==> config.mk <==
export PLATFORM = sky130hd
export DESIGN_NAME = imem_loader
export DESIGN_NICKNAME = d
export VERILOG_FILES = /design/src/rtl/imem_loader.sv
export SDC_FILE = /design/constraint.sdc
export NUM_CORES = 1
export LEC_CHECK = 0
export CAP_MARGIN = 20
export CORE_ASPECT_RATIO = 1.75
export CORE_MARGIN = 1
export CORE_UTILIZATION = 35
export CTS_CLUSTER_SIZE = 40
export DETAILED_ROUTE_END_ITERATION = 8
export GPL_TIMING_DRIVEN = 0
export PLACE_DENSITY = 0.61
export SLEW_MARGIN = 20
export SYNTH_ARGS = -nofsm -noshare
export SYNTH_HDL_FRONTEND = slang
export SYNTH_SLANG_ARGS = --single-unit
==> constraint.sdc <==
create_clock -name clk -period 2.3 [get_ports clk]
set_input_delay 0.23 -clock clk [delete_from_list [all_inputs] [get_ports clk]]
set_output_delay 0.23 -clock clk [all_outputs]
set_load 0.05 [all_outputs]
==> src/rtl/imem_loader.sv <==
// imem_loader: boot loader that assembles a byte stream into 19-bit words and writes instruction memory.
// Optional trailing XOR checksum byte is enabled by defining IMEM_LOADER_CHECKSUM_EN.
module imem_loader #(
    parameter int DEPTH  = 32,
    parameter int ADDR_W = 5,
    parameter int WORD_W = 19
) (
    input  logic              clk,
    input  logic              reset,
    input  logic              start,
    input  logic [7:0]        in_data,
    input  logic              in_valid,
    output logic              in_ready,
    output logic              imem_we,
    output logic [ADDR_W-1:0] imem_waddr,
    output logic [WORD_W-1:0] imem_wdata,
    output logic              cpu_hold,
    output logic              done,
    output logic              error,
    output logic [ADDR_W:0]   words_loaded
);
    localparam int         CW      = ADDR_W + 1;
    localparam logic [7:0] DEPTH_B = 8'(DEPTH);

`ifdef IMEM_LOADER_CHECKSUM_EN
    typedef enum logic [3:0] {
        S_IDLE, S_COUNT, S_B0, S_B1, S_B2, S_WR, S_CHK, S_DONE, S_ERR
    } state_t;
`else
    typedef enum logic [3:0] {
        S_IDLE, S_COUNT, S_B0, S_B1, S_B2, S_WR, S_DONE, S_ERR
    } state_t;
`endif

    state_t            r_state;
    state_t            w_next;
    logic [CW-1:0]     r_n;
    logic [CW-1:0]     r_words;
    logic [7:0]        r_b0;
    logic [7:0]        r_b1;
    logic [ADDR_W-1:0] r_waddr;
    logic [WORD_W-1:0] r_wdata;
    logic              w_xfer;
    logic              w_start;
    logic              w_last;
    logic              w_b2_ok;
    logic [CW-1:0]     w_words_inc;
`ifdef IMEM_LOADER_CHECKSUM_EN
    logic [7:0]        r_csum;
`endif

    assign in_ready = (r_state == S_COUNT) || (r_state == S_B0) || (r_state == S_B1) ||
`ifdef IMEM_LOADER_CHECKSUM_EN
                      (r_state == S_CHK) ||
`endif
                      (r_state == S_B2);

    assign w_xfer      = in_valid && in_ready;
    assign w_start     = start && ((r_state == S_IDLE) || (r_state == S_DONE) || (r_state == S_ERR));
    assign w_words_inc = r_words + CW'(1);
    assign w_last      = (w_words_inc == r_n);
    assign w_b2_ok     = (in_data[7:3] == 5'd0);

    // A write pending in WR is dropped on the very cycle reset is raised.
    assign imem_we      = (r_state == S_WR) && !reset;
    assign imem_waddr   = r_waddr;
    assign imem_wdata   = r_wdata;
    assign cpu_hold     = (r_state != S_DONE);
    assign done         = (r_state == S_DONE);
    assign error        = (r_state == S_ERR);
    assign words_loaded = r_words;

    always_comb begin
        w_next = r_state;
        case (r_state)
            S_IDLE:  if (start) w_next = S_COUNT;
            S_COUNT: if (w_xfer) w_next = ((in_data == 8'd0) || (in_data > DEPTH_B)) ? S_ERR : S_B0;
            S_B0:    if (w_xfer) w_next = S_B1;
            S_B1:    if (w_xfer) w_next = S_B2;
            S_B2:    if (w_xfer) w_next = w_b2_ok ? S_WR : S_ERR;
            S_WR: begin
                if (w_last) begin
`ifdef IMEM_LOADER_CHECKSUM_EN
                    w_next = S_CHK;
`else
                    w_next = S_DONE;
`endif
                end else begin
                    w_next = S_B0;
                end
            end
`ifdef IMEM_LOADER_CHECKSUM_EN
            S_CHK:   if (w_xfer) w_next = (in_data == r_csum) ? S_DONE : S_ERR;
`endif
            S_DONE:  if (start) w_next = S_COUNT;
            S_ERR:   if (start) w_next = S_COUNT;
            default: w_next = S_IDLE;
        endcase
    end

    always_ff @(posedge clk) begin
        if (reset) begin
            r_state <= S_IDLE;
            r_n     <= '0;
            r_words <= '0;
            r_waddr <= '0;
            r_wdata <= '0;
`ifdef IMEM_LOADER_CHECKSUM_EN
            r_csum  <= '0;
`endif
        end else begin
            r_state <= w_next;
            if (w_start) begin
                r_words <= '0;
`ifdef IMEM_LOADER_CHECKSUM_EN
                r_csum  <= '0;
`endif
            end
`ifdef IMEM_LOADER_CHECKSUM_EN
            if (w_xfer) r_csum <= r_csum ^ in_data;
`endif
            if (w_xfer && (r_state == S_COUNT)) r_n <= CW'(in_data);
            if (w_xfer && (r_state == S_B2) && w_b2_ok) begin
                r_waddr <= r_words[ADDR_W-1:0];
                r_wdata <= WORD_W'({in_data[2:0], r_b1, r_b0});
            end
            if (r_state == S_WR) r_words <= w_words_inc;
        end
    end

    // Byte staging for word assembly; contents are don't-care outside a load.
    always_ff @(posedge clk) begin
        if (w_xfer && (r_state == S_B0)) r_b0 <= in_data;
        if (w_xfer && (r_state == S_B1)) r_b1 <= in_data;
    end

endmodule

==> flow_metrics.py <==
metrics = {
    "synthesis": {
        "synth_top_cell_by_area": "dfxtp_1",
        "synth_cell_type_count": 46,
        "yosys_warnings": 0,
        "synth_most_common_cell": "nand2_1",
        "netlist_area_um2": 2370,
        "synth-edff-count": 16,
        "postSynthCellCount": 248,
        "syn-num-nets": 261,
        "yosys_register_bits": 55,
        "netlist_top_cells_area": "dfxtp_1 (33%), edfxtp_1 (20%), nand2_1 (8.7%)",
        "yosysTopAreaCellShare_pct": 33.0,
        "synthFlopType": "dfxtp_1",
        "synth_common_cells": "nand2_1 (55), dfxtp_1 (39), a21oi_1 (31)",
        "synth_async_sr_flop_share_pct": 0,
        "ys_seq_area_share_pct": 53.3,
        "avgSynthCellArea_um2": 9.54,
    },
    "critical_path": {
        "cp_max_fo": 10,
        "reg2reg_depth": 6,
        "critPathLaunchType": "register",
        "startpoint": "r_state[0]$_SDFFE_PP0P_",
        "required_ns": 2.07,
        "worst-path-buf-inv": 3,
        "crit_cells": 5,
        "critPathSlowestCell": "dlygate4sd2_1",
        "critPathKind": "reg -> out",
        "r2r_slack_ns": 0.56,
        "timing.rr.start": "r_state[2]$_SDFFE_PP0P_",
        "crit_arrival_ns": 1.89,
        "r2r-end": "imem_waddr[2]$_SDFFE_PP0P_",
        "crit_chain": "buf_6 -> nand3_1 -> buf_2 -> nor2_1 -> dlygate4sd2_1",
        "worstSetupEndpoint": "imem_we",
        "slowest_delay_ns": 0.53,
        "crit_path_end_kind": "output port",
        "critical_path.top_delay_family": "buffers and inverters",
    },
    "final_layout": {
        "diodes": 0,
        "drive_above_1_share_pct": 10.9,
        "syn_to_final_growth_pct": 30.6,
        "fin_nets": 314,
        "fin_cells": 384,
    },
    "drt": {
        "dr.pass1.iters": 4,
        "viasPerCell": 4.85,
        "vias": 1863,
        "final_antenna_net_count": 0,
        "detail_route.wl_per_cell_um": 13.0,
        "drtIter0Drc": 53,
        "drc": 0,
        "wirelength_um": 4990,
    },
    "timing": {
        "fin_ws_ns": 0.177,
        "final-max-slew-violation-count": 0,
        "rsz0062_at_grt": "no",
        "period_minus_slack_ns": 2.12,
        "whs_ns": 0.453,
        "timing.slew.headroom_pct": 57.0,
        "worst_pin_slew_ns": 0.643,
        "setup_violations": 0,
        "period_share_pct": 92.3,
        "hold_violations": 0,
        "clock_skew_ns": 0.00445,
        "fmax_mhz": 471,
    },
    "global_route": {
        "grt_max_degree": 20,
        "grt_pass1_wl_um": 8610,
        "grt-ovfl-total": 0,
        "grt_use_total_pct": 15.4,
        "antenna_found_initial": 0,
        "grt_pass1_vias": 1829,
    },
    "clock_network": {
        "cts_tree": "done",
        "cts_made_buffers": 5,
        "htreeDepth": 2,
        "cts_num_sinks": 55,
        "cts_root_buf": "clkbuf_16",
        "clk_path_buf_depth": 2,
        "clk_latency_ns": 0.29,
        "post_cts_buffers": 0,
        "clkSlewWorstSetupHoldPaths_ns": 0.07,
    },
    "pwr": {
        "peakVddDrop_mv": 0.370,
        "power.density_nw_per_um2": 859,
        "p_leak_uw": 0.00109,
    },
    "min_path": {
        "worstHoldPathCells": 2,
        "hold_path.class": "reg -> reg",
    },
    "die": {
        "die_h_um": 111,
        "io_pins": 47,
        "num_rows": 39,
        "initial_core_util_pct": 36.2,
        "die_w_um": 64.2,
        "dieArea_um2": 7110,
        "core_um2": 6540,
    },
    "place": {
        "place_congestion": 0.824,
        "place_inst": 376,
        "io_buffers": 46,
        "dpl.hpwl_um": 3740,
        "dp_slack_ns": 0.00641,
    },
    "run": {
        "max_cap_violations": 0,
    },
    "run_status": {
        "status": "finished clean",
    },
}
[per-stage QoR]
| step | total power, uW | util, % | setup TNS [ns] | area, um^2 |
|---|---|---|---|---|
| 6_report | 2660 | 47.3 | 0 | 3090 |
| 5_1_grt | 2790 | 47.3 | 0 | 3090 |
| 4_1_cts | 2670 | 47.1 | 0 | 3080 |
| 3_5_place_dp | 1910 | 44.8 | 0 | 2930 |
| 3_3_place_gp | 1900 | 44.8 | -0.00192 | 2930 |
| 2_1_floorplan | 1710 | - | 0 | 2370 |
[flip-flops by register name (all words and copies together), names as in the netlist]
name	count
words_loaded	6
imem_wdata	19
r_state	3
r_b0	8
r_b1	8
r_n	6
imem_waddr	5
[report_power, final]
part,total [uW],internal (uW),switching [uW]
combinational,765,307,458
sequential,1120,1070,54.8
clock,770,415,355
[worst min-delay path, delay by kind of cell, from the launching register on]
kind | cells | cell delay [ns]
compound gates | 1 | 0.05
flops | 1 | 0.31
simple gates | 1 | 0.05
[kinds of logic (layout without fill, tap and decap cells)]
group | after synthesis | after routing | synth area share [%]
AND/OR/NAND/NOR | 99 | 99 | 20.1
flip-flops | 55 | 55 | 53.3
XOR/XNOR | 6 | 6 | 2.22
AO/OA/AOI/OAI | 58 | 58 | 15.2
multiplexers | 8 | 8 | 3.38
adder cells (fa/ha/maj) | 1 | 1 | 0.529
buffers and inverters | 21 | 75 | 5.23
[how the worst min path moves through the flow]
stage                                startpoint                           to  slack (ns)
CTS                 imem_wdata[13]$_SDFFE_PP0P_  imem_wdata[13]$_SDFFE_PP0P_        0.46
detailed placement  imem_wdata[13]$_SDFFE_PP0P_  imem_wdata[13]$_SDFFE_PP0P_        0.45
global placement     imem_wdata[5]$_SDFFE_PP0P_   imem_wdata[5]$_SDFFE_PP0P_        0.44
floorplan                            in_data[0]            r_b0[0]$_DFFE_PP_        0.33
global route         imem_wdata[4]$_SDFFE_PP0P_   imem_wdata[4]$_SDFFE_PP0P_        0.47
finish               imem_wdata[6]$_SDFFE_PP0P_   imem_wdata[6]$_SDFFE_PP0P_        0.45
[timing repair]
action | in CTS | in global routing
pin swaps | 0 | 0
setup endpoints to repair | 3 | 3
resized for setup | 3 | 4
hold buffers | 0 | 0
[cell usage in the layout, fill, tap and decap left out, types with 3 or more instances in the layout]
| master | count |
|---|---|
| xnor2_1 | 3 |
| nand3_1 | 4 |
| buf_6 | 4 |
| nor2b_1 | 3 |
| nand2_1 | 55 |
| or3_1 | 4 |
| dfxtp_1 | 39 |
| clkbuf_16 | 5 |
| o21ai_0 | 10 |
| o211ai_1 | 4 |
| a21oi_1 | 31 |
| nor2_1 | 16 |
| buf_2 | 3 |
| mux2i_1 | 8 |
| xor2_1 | 3 |
| buf_4 | 3 |
| inv_1 | 4 |
| edfxtp_1 | 16 |
| clkdlybuf4s50_1 | 41 |
| clkbuf_1 | 7 |
[layout make-up]
type	instances	area, um^2
fill	678	3450
sequential	55	1260
multi-input combinational	172	991
timing repair buffer	46	458
clock buffer	5	125
buffer	17	109
tap	82	103
clock inverter	3	28.8
inverter	4	15.0
[metal layers]
metal	track usage, %	part of all wire [%]	vias to the layer above
met1	16.1	40	856
met2	28.8	54	38
met4	7.85	3.5	0
met5	0	0	-
met3	2.16	2.3	12
li1	-	-	957
(Power assumes the default switching activity.)
